--- src/rtl/bin_to_bcd_seq.sv ---
// bin_to_bcd_seq: sequential double-dabble binary-to-BCD converter, one shift per clock; define BCD_SAT_EN to saturate bcd_out to all nines on overflow
module bin_to_bcd_seq #(
  parameter int BIN_W  = 8,
  parameter int DIGITS = 3
) (
  input  logic                  clk,
  input  logic                  rst_n,
  input  logic [BIN_W-1:0]      bin_in,
  input  logic                  in_valid,
  output logic                  in_ready,
  output logic [4*DIGITS-1:0]   bcd_out,
  output logic                  ovf,
  output logic                  out_valid,
  input  logic                  out_ready,
  output logic                  busy
);
  localparam int BW = 4 * DIGITS;
  localparam int CW = $clog2(BIN_W + 1);
  typedef enum logic [1:0] {IDLE, SHIFT, DONE} state_t;
  state_t            state_q, state_d;
  logic [BIN_W-1:0]  bin_q, bin_d;
  logic [BW-1:0]     bcd_q, bcd_d, adj;
  logic              ovf_q, ovf_d;
  logic [CW-1:0]     cnt_q, cnt_d;
  for (genvar i = 0; i < DIGITS; i++) begin : g_adj
    assign adj[4*i+:4] = bcd_q[4*i+:4] >= 4'd5 ? bcd_q[4*i+:4] + 4'd3 : bcd_q[4*i+:4];
  end
  // next state: capture in IDLE, add-3/shift in SHIFT, wait for handshake in DONE
  always_comb begin
    state_d = state_q;
    bin_d   = bin_q;
    bcd_d   = bcd_q;
    ovf_d   = ovf_q;
    cnt_d   = cnt_q;
    case (state_q)
      IDLE: if (in_valid) begin
        state_d = SHIFT;
        bin_d   = bin_in;
        bcd_d   = '0;
        ovf_d   = 1'b0;
        cnt_d   = '0;
      end
      SHIFT: begin
        {bcd_d, bin_d} = {adj, bin_q} << 1;
        ovf_d          = ovf_q | adj[BW-1];
        cnt_d          = cnt_q + CW'(1);
        state_d        = cnt_q == CW'(BIN_W - 1) ? DONE : SHIFT;
      end
      DONE:    state_d = out_ready ? IDLE : DONE;
      default: state_d = IDLE;
    endcase
  end
  // state and datapath registers with synchronous active-low reset
  always_ff @(posedge clk) begin
    if (!rst_n) begin
      state_q <= IDLE;
      bin_q   <= '0;
      bcd_q   <= '0;
      ovf_q   <= 1'b0;
      cnt_q   <= '0;
    end else begin
      state_q <= state_d;
      bin_q   <= bin_d;
      bcd_q   <= bcd_d;
      ovf_q   <= ovf_d;
      cnt_q   <= cnt_d;
    end
  end
  assign in_ready  = state_q == IDLE;
  assign busy      = state_q == SHIFT;
  assign out_valid = state_q == DONE;
  assign ovf       = ovf_q;
`ifdef BCD_SAT_EN
  assign bcd_out = ovf_q ? {DIGITS{4'h9}} : bcd_q;
`else
  assign bcd_out = bcd_q;
`endif
endmodule

--- config.mk ---
export PLATFORM = sky130hd
export DESIGN_NAME = bin_to_bcd_seq
export DESIGN_NICKNAME = d
export VERILOG_FILES = /design/src/rtl/bin_to_bcd_seq.sv
export SDC_FILE = /design/constraint.sdc
export NUM_CORES = 1
export LEC_CHECK = 0
export ABC_CLOCK_PERIOD_IN_PS = 1700
export BUFFER_PORTS_ARGS = -buffer_cell sky130_fd_sc_hd__buf_2
export CAP_MARGIN = 40
export CORE_MARGIN = 3
export CORE_UTILIZATION = 54
export CTS_CLUSTER_SIZE = 14
export DETAILED_ROUTE_END_ITERATION = 8
export PLACE_DENSITY = 0.81
export SYNTH_ARGS = -nofsm -noshare
export SYNTH_HDL_FRONTEND = slang
export SYNTH_SLANG_ARGS = --single-unit
--- constraint.sdc ---
create_clock -name clk -period 1.7 [get_ports clk]
set_clock_uncertainty 0.05 [all_clocks]
set_input_delay 0.34 -clock clk [delete_from_list [all_inputs] [get_ports clk]]
set_output_delay 0.34 -clock clk [all_outputs]
set_load 0.005 [all_outputs]
==> run summary <==
=======================================================================================
Mean cell area of the mapped netlist                                          9.02 um^2
Startpoint of the tightest hold check path                                    out_ready
Power per standard cell area                                                640 nW/um^2
Num rows                                                                             18
Clock Tree Root                                                            sky130_fd_sc_hd__clkbuf_4
Arrival time of the worst setup path                                            1.20 ns
Syn nets                                                                            188
Residual DRC count                                                                    0
Vias in the first global route                                                     1244
Wire per inst                                                                   14.3 um
H-tree levels                                                                         1
Leakage                                                                        0.690 nW
Final global-route overflow total                                                     0
Cells along the critical path                                              buf_4 > nor2b_1 > buf_2
Fraction of power spent switching nets                                            26.6%
Max-capacitance violation count                                                       0
Status                                                                     complete, no violations
# diodes                                                                              0
Share of synthesized registers carrying an async set or reset                        0%
Type of the tightest min-delay check                                       input pin to flip-flop
Clock insertion delay at the later pin of the skew report                       0.32 ns
Part of the total power dissipated in combinational logic                         13.0%
Number of failing hold endpoints at the final stage                                   0
Cell types occupying the most area after synthesis                         sky130_fd_sc_hd__dfxtp_1 35%, sky130_fd_sc_hd__ha_1 5.7%, sky130_fd_sc_hd__nand3_1 5.3%, sky130_fd_sc_hd__a2111o_1 4.4%, sky130_fd_sc_hd__o21ai_0 3.9%
Num Clock Sinks                                                                      27
Die outline width                                                               59.1 um
Ys Warns                                                                              0
Number of instances on the worst hold path                                            3
Post-CTS setup-driven buffer insertion count                                          0
Normalized max-slew margin                                                        81.6%
Area growth syn-to-layout                                                         12.5%
Dpl hpwl                                                                        2.34 mm
Core utilization of the finished layout                                           66.2%
# IOs                                                                                28
Final number of setup-violating endpoints                                             0
Capture endpoint of the worst hold path                                      state_q[1]
Via total after detailed routing                                                   1377
Clock-pin slew of the registers on the worst-case setup and hold paths          0.15 ns
Length in cells of the worst reg-to-reg path                                          5
Endpoint of the most critical register-to-register path                      bcd_out[6]
Critical Path Start                                                          state_q[1]
Internal power                                                                 0.806 mW
Ratio of routed vias to standard cells                                             6.09
Effective utilization at floorplan                                                58.8%
Portion of total power attributed to sequential cells                             61.2%
Final Net Count                                                                     216
R2r startpoint                                                               bcd_out[5]
Total global-route track usage                                                    20.2%
Unrepaired setup endpoints after global routing                                   false
CTS tree                                                                            yes
Tcrit/Tclk final                                                                  93.4%
Number of antenna violations at the first check in global routing                     0
Slew Limit Fails                                                                      0
CTS max path bufs                                                                     2
DIE HEIGHT                                                                      59.1 um
Area of the mapped netlist                                                    1520 um^2
Count of mapped cells out of synthesis                                              169
Share of cells above drive strength 1                                             23.0%
Crit path max-delay cell type                                              sky130_fd_sc_hd__dfxtp_4
Number of CTS-inserted buffers                                                        3
Crit-path max cell delay                                                        0.41 ns
IO buf count                                                                         27
Endpoint type of the worst setup path                                      primary output
Critical Path Fanout Max                                                             10
Actual transition at the worst max-transition pin                              0.273 ns
Switch Pwr                                                                     0.292 mW
Total wire length after detailed routing                                        3.24 mm
Number of routed nets with antenna violations                                         0
Number of detailed-routing iterations run before antenna repair                       4
Setup Crit Path Kind                                                       flip-flop to primary output
Core Footprint                                                                2590 um^2
Critical Path Source Type                                                     flip-flop
Achievable frequency                                                            630 MHz
Largest voltage drop on the vdd net                                              399 uV
Maximum number of pins on one net before global-route repair                         32
Cell type with the highest aggregate area in the netlist                   sky130_fd_sc_hd__dfxtp_1
Number of violations reported at the end of detailed-routing iteration 0             35
Total of hold buffers inserted after clock tree synthesis                             0
Min Clock Period, post-route                                                    1.59 ns
Aggregate negative setup slack                                                     0 ns
Number of enable-type register cells in the synthesized netlist                       0
First-pass GRT wire length                                                      5.56 mm
Critical path required time                                                     1.31 ns
RePlAce Congestion                                                                0.773
Share of the yosys chip area belonging to registers                               35.5%
Register-to-register path setup slack                                           0.23 ns
Clk network pwr share                                                             25.8%
Portion of synthesized cell area occupied by the leading cell type                35.5%
Most used flip-flop cell after synthesis                                   sky130_fd_sc_hd__dfxtp_1
Distinct cells, synth                                                                40
Area enclosed by the die boundary                                             3500 um^2
#FFs+latches synth                                                                   27
=======================================================================================
==> synth_stat cells, types with 4 or more instances <==
cell	count
sky130_fd_sc_hd__a2111o_1	6
sky130_fd_sc_hd__a21boi_1	7
sky130_fd_sc_hd__a21oi_1	10
sky130_fd_sc_hd__buf_2	4
sky130_fd_sc_hd__clkbuf_1	4
sky130_fd_sc_hd__dfxtp_1	27
sky130_fd_sc_hd__ha_1	7
sky130_fd_sc_hd__inv_1	7
sky130_fd_sc_hd__nand2b_1	6
sky130_fd_sc_hd__nand3_1	16
sky130_fd_sc_hd__nor2b_1	4
sky130_fd_sc_hd__nor4b_1	4
sky130_fd_sc_hd__o211ai_1	5
sky130_fd_sc_hd__o21ai_0	12
sky130_fd_sc_hd__o221ai_1	6
sky130_fd_sc_hd__or3b_1	5
==> what timing repair did <==
| action | 4_1_cts | 5_1_grt |
|---|---|---|
| gates resized for setup | 1 | 2 |
| setup endpoints to repair | 1 | 2 |
| pin swaps | 0 | 0 |
==> sequential cells by signal, summed over array words and instances (netlist names) <==
register and cells:
bcd_out 12, bin_q 8, cnt_q 4, ovf 1, state_q 2
==> cell type report <==
type                    instances  area (um^2)
fillers                       221          876
clock inverters                 1         5.00
multi-input cells             122          881
inverters                       9         36.3
well taps                      30         37.5
flip-flops and latches         27          544
repair buffers                 34          188
clock buffers                   3         22.5
==> worst max path at each step <==
stage | cells after the start | slack, ns | endpoint
2_1_floorplan | 5 | 0.34 | bcd_out[9]
3_3_place_gp | 5 | 0.33 | bcd_out[2]
3_5_place_dp | 5 | 0.27 | bcd_out[5]
4_1_cts | 3 | 0.07 | busy
5_1_grt | 3 | 0.03 | out_valid
6_report | 3 | 0.11 | out_valid
==> through the flow <==
stage	power, mW	hold slack (ns)	cells	setup WS (ns)	area, um^2
6_report	1.10	0.208	226	0.112	1710
5_1_grt	1.16	0.218	226	0.0270	1710
4_1_cts	1.10	0.216	226	0.0690	1710
3_5_place_dp	0.829	0.432	222	0.268	1680
3_3_place_gp	0.822	0.411	222	0.331	1680
2_1_floorplan	0.783	0.401	169	0.340	1520
==> worst max-delay path, delay by kind of cell (launching register included) <==
kind	cells	cell delay (ns)
flip-flops	1	0.41
buffers and inverters	2	0.29
AND/OR/NAND/NOR	1	0.17
==> cells by family after synthesis <==
group,synth area share (%)
XOR/XNOR,1.15
multiplexers,0.657
flip-flops,35.5
AO/OA/AOI/OAI,28.2
AND/OR/NAND/NOR,22.1
adder cells (fa/ha/maj),5.75
buffers and inverters,6.73
==> power by group through the flow <==
stage,logic [mW],registers [mW],clock network (mW)
after detailed placement,0.142,0.688,0
final,0.143,0.672,0.283
after global placement,0.137,0.685,0
after floorplan,0.0997,0.684,0
after CTS,0.143,0.674,0.285
after global routing,0.158,0.677,0.325
==> per-layer routing <==
layer  up-vias  GRT usage, %  share of wire [%]
met5         -             0                  0
met2        42          34.7                 49
met1       641          26.0                 45
met3         4          2.83                5.5
met4         0          6.47               0.74
li1        690             -                  -
==> placed cells by master, fill, tap and decap left out, drive strengths merged, types with 4 or more instances in the layout <==
cell    instances
nand2b          6
a21boi          7
o221ai          6
inv             9
or3b            5
buf            34
nor2b           4
a21oi          10
dfxtp          27
nor4b           4
o211ai          6
nand3          16
ha              7
o21ai          15
a2111o          6
No activity file was read; power rests on OpenSTA's default activity.
